## config.mk

```make
export PLATFORM = sky130hd
export DESIGN_NAME = stopwatch_ctrl
export DESIGN_NICKNAME = d
export VERILOG_FILES = /design/src/rtl/stopwatch_pkg.sv /design/src/rtl/stopwatch_ctrl_clk_div_tick.sv /design/src/rtl/stopwatch_ctrl.sv
export SDC_FILE = /design/constraint.sdc
export NUM_CORES = 1
export LEC_CHECK = 0
export CORE_MARGIN = 2
export CORE_UTILIZATION = 35
export DETAILED_ROUTE_END_ITERATION = 8
export PLACE_DENSITY_LB_ADDON = 0.25
export SYNTH_ARGS = -nofsm -noshare
export SYNTH_HDL_FRONTEND = slang
export SYNTH_SLANG_ARGS = --single-unit
export TNS_END_PERCENT = 30
```

## constraint.sdc

```tcl
create_clock -name clk -period 2.6 [get_ports clk]
set_input_delay 0.52 -clock clk [delete_from_list [all_inputs] [get_ports clk]]
set_output_delay 0.52 -clock clk [all_outputs]
set_load 0.1 [all_outputs]
```

## src/rtl/stopwatch_pkg.sv

```systemverilog
// Shared types, constants and BCD helpers for the stopwatch controller.
package stopwatch_pkg;

    typedef enum logic [1:0] {
        RUN    = 2'd0,
        PAUSED = 2'd1,
        ADJUST = 2'd2
    } state_t;

    // Largest value of a tens digit (minutes and seconds both stop at 5x).
    localparam logic [3:0] SEC_TENS_MAX = 4'd5;
    localparam logic [3:0] ONES_MAX     = 4'd9;

    // digit_blank masks: bit3 = mins_tens .. bit0 = secs_ones.
    localparam logic [3:0] BLANK_MINS = 4'b1100;
    localparam logic [3:0] BLANK_SECS = 4'b0011;
    localparam logic [3:0] BLANK_NONE = 4'b0000;

    // Scan index range: first digit driven (mins_tens) and last (secs_ones).
    localparam logic [1:0] SCAN_FIRST = 2'd0;
    localparam logic [1:0] SCAN_LAST  = 2'd3;

    // True when a BCD pair sits at 59, i.e. the next increment wraps.
    function automatic logic bcd_pair_at_max(input logic [3:0] tens,
                                             input logic [3:0] ones);
        return (tens == SEC_TENS_MAX) && (ones == ONES_MAX);
    endfunction

    // Increment a 00..59 BCD pair, wrapping 59 -> 00. Returns {tens, ones}.
    function automatic logic [7:0] bcd_pair_inc(input logic [3:0] tens,
                                                input logic [3:0] ones);
        logic [3:0] n_tens;
        logic [3:0] n_ones;
        if (ones == ONES_MAX) begin
            n_ones = 4'd0;
            if (tens == SEC_TENS_MAX) begin
                n_tens = 4'd0;
            end else begin
                n_tens = tens + 4'd1;
            end
        end else begin
            n_ones = ones + 4'd1;
            n_tens = tens;
        end
        return {n_tens, n_ones};
    endfunction

endpackage

```

## src/rtl/stopwatch_ctrl_clk_div_tick.sv

```systemverilog
// Tick divider: counts 0..DIV-1 and pulses tick for one cycle at DIV-1.
// While hold is high the count is parked at 0 and no tick is produced, so a
// released divider always needs a full DIV cycles before its first tick.
module clk_div_tick #(
    parameter int DIV = 2
) (
    input  logic clk,
    input  logic rst,
    input  logic hold,
    output logic tick
);

    localparam int W = (DIV > 2) ? $clog2(DIV) : 1;
    localparam logic [W-1:0] LAST = W'(DIV - 1);

    logic [W-1:0] r_cnt;

    // Free-running modulo-DIV counter, parked at 0 while held.
    always_ff @(posedge clk) begin
        if (rst) begin
            r_cnt <= '0;
        end else if (hold) begin
            r_cnt <= '0;
        end else if (r_cnt == LAST) begin
            r_cnt <= '0;
        end else begin
            r_cnt <= r_cnt + {{(W-1){1'b0}}, 1'b1};
        end
    end

    assign tick = (r_cnt == LAST) && !hold;

endmodule

```

## src/rtl/stopwatch_ctrl.sv

```systemverilog
// Stopwatch controller: MM:SS BCD time, RUN/PAUSED/ADJUST mode machine,
// count/adjust/blink/scan tick generation for the display multiplexer.
module stopwatch_ctrl
    import stopwatch_pkg::*;
#(
    parameter int ONE_HZ_DIV = 100_000_000,
    parameter int ADJ_DIV    = 50_000_000,
    parameter int BLINK_DIV  = 25_000_000,
    parameter int SCAN_DIV   = 100_000
) (
    input  logic       clk,
    input  logic       rst,
    input  logic       adj,
    input  logic       sel,
    input  logic       pause_pulse,
    output logic [3:0] mins_tens,
    output logic [3:0] mins_ones,
    output logic [3:0] secs_tens,
    output logic [3:0] secs_ones,
    output logic [3:0] digit_blank,
    output logic       blink_on,
    output logic [1:0] scan_idx
);

    state_t     r_state;
    state_t     w_state_next;
    logic       r_paused;
    logic       w_paused_next;

    logic       w_tick_1hz;
    logic       w_tick_adj;
    logic       w_tick_blink;
    logic       w_tick_scan;
    logic       w_hold_1hz;
    logic       w_hold_adj;

    logic [3:0] r_mins_tens;
    logic [3:0] r_mins_ones;
    logic [3:0] r_secs_tens;
    logic [3:0] r_secs_ones;
    logic [7:0] w_secs_inc;
    logic [7:0] w_mins_inc;
    logic       w_secs_wrap;

    logic       r_blink_on;
    logic [1:0] r_scan_idx;
    logic [3:0] w_blank;

    assign w_hold_1hz = (r_state != RUN);
    assign w_hold_adj = (r_state != ADJUST);

    clk_div_tick #(.DIV(ONE_HZ_DIV)) u_div_1hz (
        .clk (clk),
        .rst (rst),
        .hold(w_hold_1hz),
        .tick(w_tick_1hz)
    );

    clk_div_tick #(.DIV(ADJ_DIV)) u_div_adj (
        .clk (clk),
        .rst (rst),
        .hold(w_hold_adj),
        .tick(w_tick_adj)
    );

    clk_div_tick #(.DIV(BLINK_DIV)) u_div_blink (
        .clk (clk),
        .rst (rst),
        .hold(1'b0),
        .tick(w_tick_blink)
    );

    clk_div_tick #(.DIV(SCAN_DIV)) u_div_scan (
        .clk (clk),
        .rst (rst),
        .hold(1'b0),
        .tick(w_tick_scan)
    );

    // Next mode: adj wins; otherwise the (already toggled) paused flag decides,
    // so a pause request lands on the very edge that samples it.
    always_comb begin
        w_paused_next = r_paused ^ pause_pulse;
        if (adj) begin
            w_state_next = ADJUST;
        end else if (w_paused_next) begin
            w_state_next = PAUSED;
        end else begin
            w_state_next = RUN;
        end
    end

    // Mode register and paused flag.
    always_ff @(posedge clk) begin
        if (rst) begin
            r_state  <= RUN;
            r_paused <= 1'b0;
        end else begin
            r_state  <= w_state_next;
            r_paused <= w_paused_next;
        end
    end

    assign w_secs_inc  = bcd_pair_inc(r_secs_tens, r_secs_ones);
    assign w_mins_inc  = bcd_pair_inc(r_mins_tens, r_mins_ones);
    assign w_secs_wrap = bcd_pair_at_max(r_secs_tens, r_secs_ones);

    // Time digits: 1 Hz counting with carry in RUN, per-pair stepping in ADJUST.
    always_ff @(posedge clk) begin
        if (rst) begin
            r_mins_tens <= 4'd0;
            r_mins_ones <= 4'd0;
            r_secs_tens <= 4'd0;
            r_secs_ones <= 4'd0;
        end else begin
            case (r_state)
                RUN: begin
                    if (w_tick_1hz) begin
                        {r_secs_tens, r_secs_ones} <= w_secs_inc;
                        if (w_secs_wrap) begin
                            {r_mins_tens, r_mins_ones} <= w_mins_inc;
                        end
                    end
                end
                ADJUST: begin
                    if (w_tick_adj) begin
                        if (sel) begin
                            {r_secs_tens, r_secs_ones} <= w_secs_inc;
                        end else begin
                            {r_mins_tens, r_mins_ones} <= w_mins_inc;
                        end
                    end
                end
                default: begin
                end
            endcase
        end
    end

    // Blink phase and display scan position, both free-running.
    always_ff @(posedge clk) begin
        if (rst) begin
            r_blink_on <= 1'b1;
            r_scan_idx <= SCAN_FIRST;
        end else begin
            if (w_tick_blink) begin
                r_blink_on <= ~r_blink_on;
            end
            if (w_tick_scan) begin
                if (r_scan_idx == SCAN_LAST) begin
                    r_scan_idx <= SCAN_FIRST;
                end else begin
                    r_scan_idx <= r_scan_idx + 2'd1;
                end
            end
        end
    end

    // Blank the pair being adjusted during the dark half of the blink phase.
    always_comb begin
        w_blank = BLANK_NONE;
        case (r_state)
            ADJUST: begin
                if (!r_blink_on) begin
                    w_blank = sel ? BLANK_SECS : BLANK_MINS;
                end else begin
                    w_blank = BLANK_NONE;
                end
            end
            default: w_blank = BLANK_NONE;
        endcase
    end

    assign mins_tens   = r_mins_tens;
    assign mins_ones   = r_mins_ones;
    assign secs_tens   = r_secs_tens;
    assign secs_ones   = r_secs_ones;
    assign digit_blank = w_blank;
    assign blink_on    = r_blink_on;
    assign scan_idx    = r_scan_idx;

endmodule

```

==> results.txt, run 1 <==
CTS clk-pin slew, worst paths -> 0.05 ns
DRT Pass-1 Iters -> 4
delay-heaviest family, CP -> simple AND/OR/NAND/NOR gates
Setup CP Type -> reg -> reg
residual DRC count -> 0
GR peak layer -> met2
Netlist Area Pre-Place -> 5430 um2
RSZ-0062 raised after global routing -> no
max-cap violations -> 0
Levels on crit path -> 6
I/O pin cnt -> 28
grt ovf -> 0
Final setup viols -> 0
non-filler cells, final -> 855
Die Ht -> 129 um
syn avg cell area -> 8.69 um2
top cell type's share of synthesized area -> 0.431
Post-synth top cells -> nor2_1 (121), dfxtp_1 (117), nand3_1 (47), xnor2_1 (45), xor2_1 (39)
Crit. End Element -> register
min cycle time layout -> 2.38 ns
hold-critical path depth -> 1
placed insts -> 823
CP Max Fanout -> 7
WP data arrival -> 2.68 ns
CTS root buf -> clkbuf_16
Max stage delay on crit path -> 0.46 ns
CP max-delay cell -> nor4_4
core area -> 15200 um2
met3 Use GR -> 0.0445
WP buf/inv -> 0
worst-margin pin slew -> 0.803 ns
status -> finished clean
Final Hold Fails -> 0
Util after Layout -> 0.425
worst-case reg-to-reg path depth -> 6
Layout Nets -> 665
Routed WL -> 10.9 mm
initial core utilization -> 0.357
Synth Net Count -> 635
routed vias -> 4306
leakage -> 2.27 nW
post-cts gate resize count -> 0
Area Overhead vs Synth -> 19.1%
via count of the first global-routing pass -> 4246
proportion of layout cells with a drive suffix above 1 -> 0.118
design area -> 6470 um2
Chip Width -> 129 um
Seq cells post-synth -> 117
register area share after synthesis -> 0.431
DP HPWL -> 7.66 mm
Cell variety after synth -> 54
largest net degree at the start of global routing -> 27
count leader, synth -> nor2_1
EDFF count, synth -> 0
fill count -> 1501
H-tree level count -> 4
Power Density -> 638 nW/um2
CTS tree -> built
post-route clock period utilization -> 0.916
worst skew pair latency -> 0.41 ns
Clock Path Buffers -> 2
Placer Congestion -> 0.762
vias per cell -> 5.04
port buffer count -> 27
diodes inserted -> 0
Worst VDD drop -> 0.000415 V
Routed WL per cell -> 12.8 um
Inserted Clock Buffers -> 17
worst-path cell chain -> ha_1 > nand2_1 > nor4_4 > nand3_1 > a2111oi_2 > mux2_2
ANT nets after route -> 0
top post-synthesis cells by area -> dfxtp_1 (43%), nor2_1 (8.4%), xnor2_1 (7.3%)
Hold Crit Class -> reg -> reg
asr flop ratio synth -> 0
Slew Limit Fails -> 0
Slew HR -> 0.464
Post-Place Cell Area -> 5890 um2
Core Rows -> 45
CTS Sinks -> 117
Yosys top cell by area -> dfxtp_1
first-pass GRT wire length -> 19.2 mm
met2 Track Usage GR -> 0.227
M1 GR Usage -> 0.183
Die Area -> 16500 um2
maximum clock frequency -> 420 MHz
Main synth FF type -> dfxtp_1
Worst EP required -> 2.90 ns
Worst Skew -> 0.00698 ns
Synth Instances -> 625
GRT Resource Usage Total -> 0.144
Pwr Total -> 4.13 mW
initial antenna violation count -> 0
Critical Path Start Type -> register
DR iter-0 viols -> 233
number of synthesis warnings -> 0
-- cell type report --
cell class | instances | area (um2) | area share
Tap cell | 188 | 235 | 0.0364
Inverter | 20 | 75.1 | 0.0116
Sequential cell | 117 | 2340 | 0.363
Timing Repair Buffer | 33 | 308 | 0.0476
Multi-Input combinational cell | 466 | 2940 | 0.454
Clock buffer | 28 | 527 | 0.0814
Clock inverter | 3 | 40.0 | 0.00619
-- worst paths after layout --
check / slack [ns] / startpoint / end
min: 0.46 / u_div_adj.r_cnt[0] / u_div_adj.r_cnt[0]
max: 0.22 / u_div_1hz.r_cnt[0] / secs_tens[0]
max reg2reg: 0.22 / u_div_1hz.r_cnt[0] / secs_tens[0]
min reg2reg: 0.46 / u_div_adj.r_cnt[0] / u_div_adj.r_cnt[0]
-- cells by family (layout without fill, tap and decap cells) --
kind of cell    count (synthesis)  after routing  share of synthesized area
xor+xnor                       84             84                      0.135
mux                             9              9                     0.0182
fa+ha+maj                       5              5                     0.0115
simple gates                  328            328                      0.316
buf+inv                        42             84                     0.0320
flops                         117            117                      0.431
compound gates                 40             40                     0.0557
-- registers in the layout, indices dropped and copies added (netlist names) --
register	flops
u_div_1hz.r_cnt	27
u_div_adj.r_cnt	26
mins_tens	4
r_state	2
scan_idx	2
secs_ones	4
mins_ones	4
r_paused	1
blink_on	1
u_div_scan.r_cnt	17
u_div_blink.r_cnt	25
secs_tens	4
-- metal layers --
metal,up-vias,share of wire,wire length [um]
li1,2212,-,-
met5,-,0,0
met1,2034,0.50,5450
met3,16,0.029,316
met4,0,0.017,189
met2,44,0.45,4960
-- timing repair --
item / in CTS / in global routing
hold buffers: 0 / 0
setup endpoints to repair: 0 / 1
setup buffers: 0 / 1
-- cells in the final DEF, fill, tap and decap left out, types with 18 or more instances in the layout --
cell type and n:
nor2_1 121, xor2_1 39, buf_4 25, nand4_1 21, dfxtp_1 115, xnor2_1 45, nand2_1 33, nand3_1 47
nor3_1 18, inv_1 20
-- power breakdown --
group | total (mW) | internal [mW] | switching [mW]
Combinational | 0.0805 | 0.0281 | 0.0524
Sequential | 1.83 | 1.81 | 0.0162
Clock | 2.22 | 1.46 | 0.762
Total | 4.13 | 3.30 | 0.830
-- stage by stage --
step	hold WS, ns	setup TNS, ns	setup WS (ns)
2_1_floorplan	0.426	-0.0878	-0.0660
3_3_place_gp	0.436	-0.0942	-0.0695
3_5_place_dp	0.451	-0.145	-0.0902
4_1_cts	0.464	0	0.119
5_1_grt	0.495	0	0.0583
6_report	0.458	0	0.220
(Power assumes the default switching activity.)
==> inputs of run 2 (changes only) <==
--- a/config.mk
+++ b/config.mk
@@ -8,7 +8,7 @@
 export CORE_MARGIN = 2
 export CORE_UTILIZATION = 35
 export DETAILED_ROUTE_END_ITERATION = 8
-export PLACE_DENSITY_LB_ADDON = 0.25
+export PLACE_DENSITY = 0.51
 export SYNTH_ARGS = -nofsm -noshare
 export SYNTH_HDL_FRONTEND = slang
 export SYNTH_SLANG_ARGS = --single-unit
==> run 2 against run 1 <==
  * First-iteration DRC count shrank 27%
  * Count of clock-buffer cells in the layout down 6
  * Power is 2.2% higher
  * Global-route usage barely moved
  * Fmax shrank 0.84%
  * Final cell count up 0.58%
  * Highest routed layer unchanged
  * Register-to-register slack got worse by 0.02 ns
  * Sequential power barely moved
  * Non-clock buffer count rose by 5
  * Clock skew rose by 0.0065 ns
  * Critical endpoint is now mins_tens[0]
==> results.txt, run 2 (synthesized netlist as in run 1, its figures left out) <==
status -> finished clean
Routed WL -> 11.0 mm
vias per cell -> 4.95
routed vias -> 4261
ANT nets after route -> 0
Worst Skew -> 0.0135 ns
worst skew pair latency -> 0.41 ns
DP HPWL -> 7.77 mm
Inserted Clock Buffers -> 17
Chip Width -> 129 um
max-cap violations -> 0
Slew Limit Fails -> 0
Slew HR -> 0.441
largest register by flop count -> u_div_1hz.r_cnt
initial core utilization -> 0.357
most frequent cells in the layout -> nor2_1 (121), dfxtp_1 (115), nand3_1 (47), xnor2_1 (45), xor2_1 (39)
GRT Resource Usage Total -> 0.145
Sequential Area -> 2340 um2
Die Area -> 16500 um2
Setup TNS Final -> 0 ns
min cycle time layout -> 2.40 ns
Crit. End Element -> register
combinational power share -> 0.019
max reg flops -> 27
Post-Place Cell Area -> 5940 um2
WP buf/inv -> 0
Critical Path Start Type -> register
DRT Pass-1 Iters -> 4
port buffer count -> 27
via count of the first global-routing pass -> 4104
delay-heaviest family, CP -> simple AND/OR/NAND/NOR gates
WP data arrival -> 2.69 ns
Final setup viols -> 0
hold_ws -> 0.463 ns
CTS root buf -> clkbuf_16
worst-path cell chain -> ha_1 > nand2_1 > nor4_4 > nand4_1 > a2111oi_4 > mux2_1
largest net degree at the start of global routing -> 27
Final Hold Fails -> 0
I/O pin cnt -> 28
core area -> 15200 um2
post-route clock period utilization -> 0.923
initial antenna violation count -> 0
Util after Layout -> 0.429
CTS Sinks -> 117
diodes inserted -> 0
Hold Crit Class -> reg -> reg
clock power share -> 0.548
internal power -> 3.36 mW
Hold EP -> u_div_blink.r_cnt[0]
NetSw -> 0.858 mW
Worst VDD drop -> 0.000436 V
Placer Congestion -> 0.781
DR iter-0 viols -> 171
R2R Path End -> mins_tens[0]
worst slack at placement -> -0.144 ns
residual DRC count -> 0
Worst EP required -> 2.89 ns
CP Max Fanout -> 6
Die Ht -> 129 um
leakage -> 2.30 nW
fill count -> 1502
CP max-delay cell -> a2111oi_4
Power Density -> 647 nW/um2
Layout Nets -> 670
worst-margin pin slew -> 0.839 ns
Setup CP Type -> reg -> reg
worst-case reg-to-reg path depth -> 6
Area Overhead vs Synth -> 20.1%
RSZ-0062 raised after global routing -> no
proportion of layout cells with a drive suffix above 1 -> 0.126
design area -> 6520 um2
commonest non-fill, non-tap cell in the layout -> nor2_1
Switching Fraction -> 0.203
hold-critical path depth -> 1
H-tree level count -> 4
first-pass GRT wire length -> 19.3 mm
Regs by FF count -> u_div_1hz.r_cnt (27), u_div_adj.r_cnt (26), u_div_blink.r_cnt (25)
Routed WL per cell -> 12.8 um
area of the multi-input gates -> 2940 um2
hold path start -> u_div_blink.r_cnt[0]
CTS clk-pin slew, worst paths -> 0.05 ns
CTS tree -> built
Core Rows -> 45
Reg2Reg Setup Slack -> 0.20 ns
maximum clock frequency -> 417 MHz
postcts setup bufs -> 0
post-cts gate resize count -> 0
Clock Path Buffers -> 2
grt ovf -> 0
Max stage delay on crit path -> 0.43 ns
RR Startpoint -> u_div_1hz.r_cnt[0]
Setup WS post-layout -> 0.199 ns
CTS hold repair buffers -> 0
Seq pwr share -> 0.433
-- run 2: routing by layer --
metal	share of wire	track usage
met5	0	0
met1	0.49	0.182
met2	0.47	0.234
met3	0.030	0.0466
met4	0.0060	0.0512
-- run 2: worst max path at each step --
stage,depth (start not counted),from,end
2_1_floorplan,2,blink_on,digit_blank[1]
3_3_place_gp,6,sel,mins_tens[0]
3_5_place_dp,6,sel,mins_tens[0]
4_1_cts,6,u_div_1hz.r_cnt[0],mins_tens[0]
5_1_grt,6,u_div_1hz.r_cnt[0],mins_tens[0]
6_report,6,u_div_1hz.r_cnt[0],mins_tens[0]
-- run 2: layout make-up --
class | instances | area share
Timing Repair Buffer | 38 | 0.0530
Clock inverter | 9 | 0.0198
Tap cell | 188 | 0.0361
Inverter | 20 | 0.0115
Sequential cell | 117 | 0.360
Multi-Input combinational cell | 466 | 0.450
Clock buffer | 22 | 0.0696
-- run 2: power groups by stage --
stage                     registers, mW  logic, mW  clock network, mW
after floorplan                    1.86     0.0608                  0
after global placement             1.86     0.0813                  0
after detailed placement           1.86     0.0829                  0
after CTS                          1.83     0.0835               2.37
after global routing               1.83     0.0922               2.47
final                              1.83     0.0807               2.31
-- run 2: per-stage QoR --
step | std cells | power (mW)
floorplan | 625 | 1.92
global placement | 829 | 1.94
detailed placement | 829 | 1.95
CTS | 860 | 4.28
global route | 860 | 4.39
finish | 860 | 4.22
==> inputs of run 3 (changes only) <==
--- a/config.mk
+++ b/config.mk
@@ -8,6 +8,7 @@
 export CORE_MARGIN = 2
 export CORE_UTILIZATION = 35
 export DETAILED_ROUTE_END_ITERATION = 8
+export HOLD_SLACK_MARGIN = 0.12
 export PLACE_DENSITY = 0.51
 export SYNTH_ARGS = -nofsm -noshare
 export SYNTH_HDL_FRONTEND = slang
==> results of run 3 <==
Same layout as run 2: the final DEF is identical, and so are final timing and power.
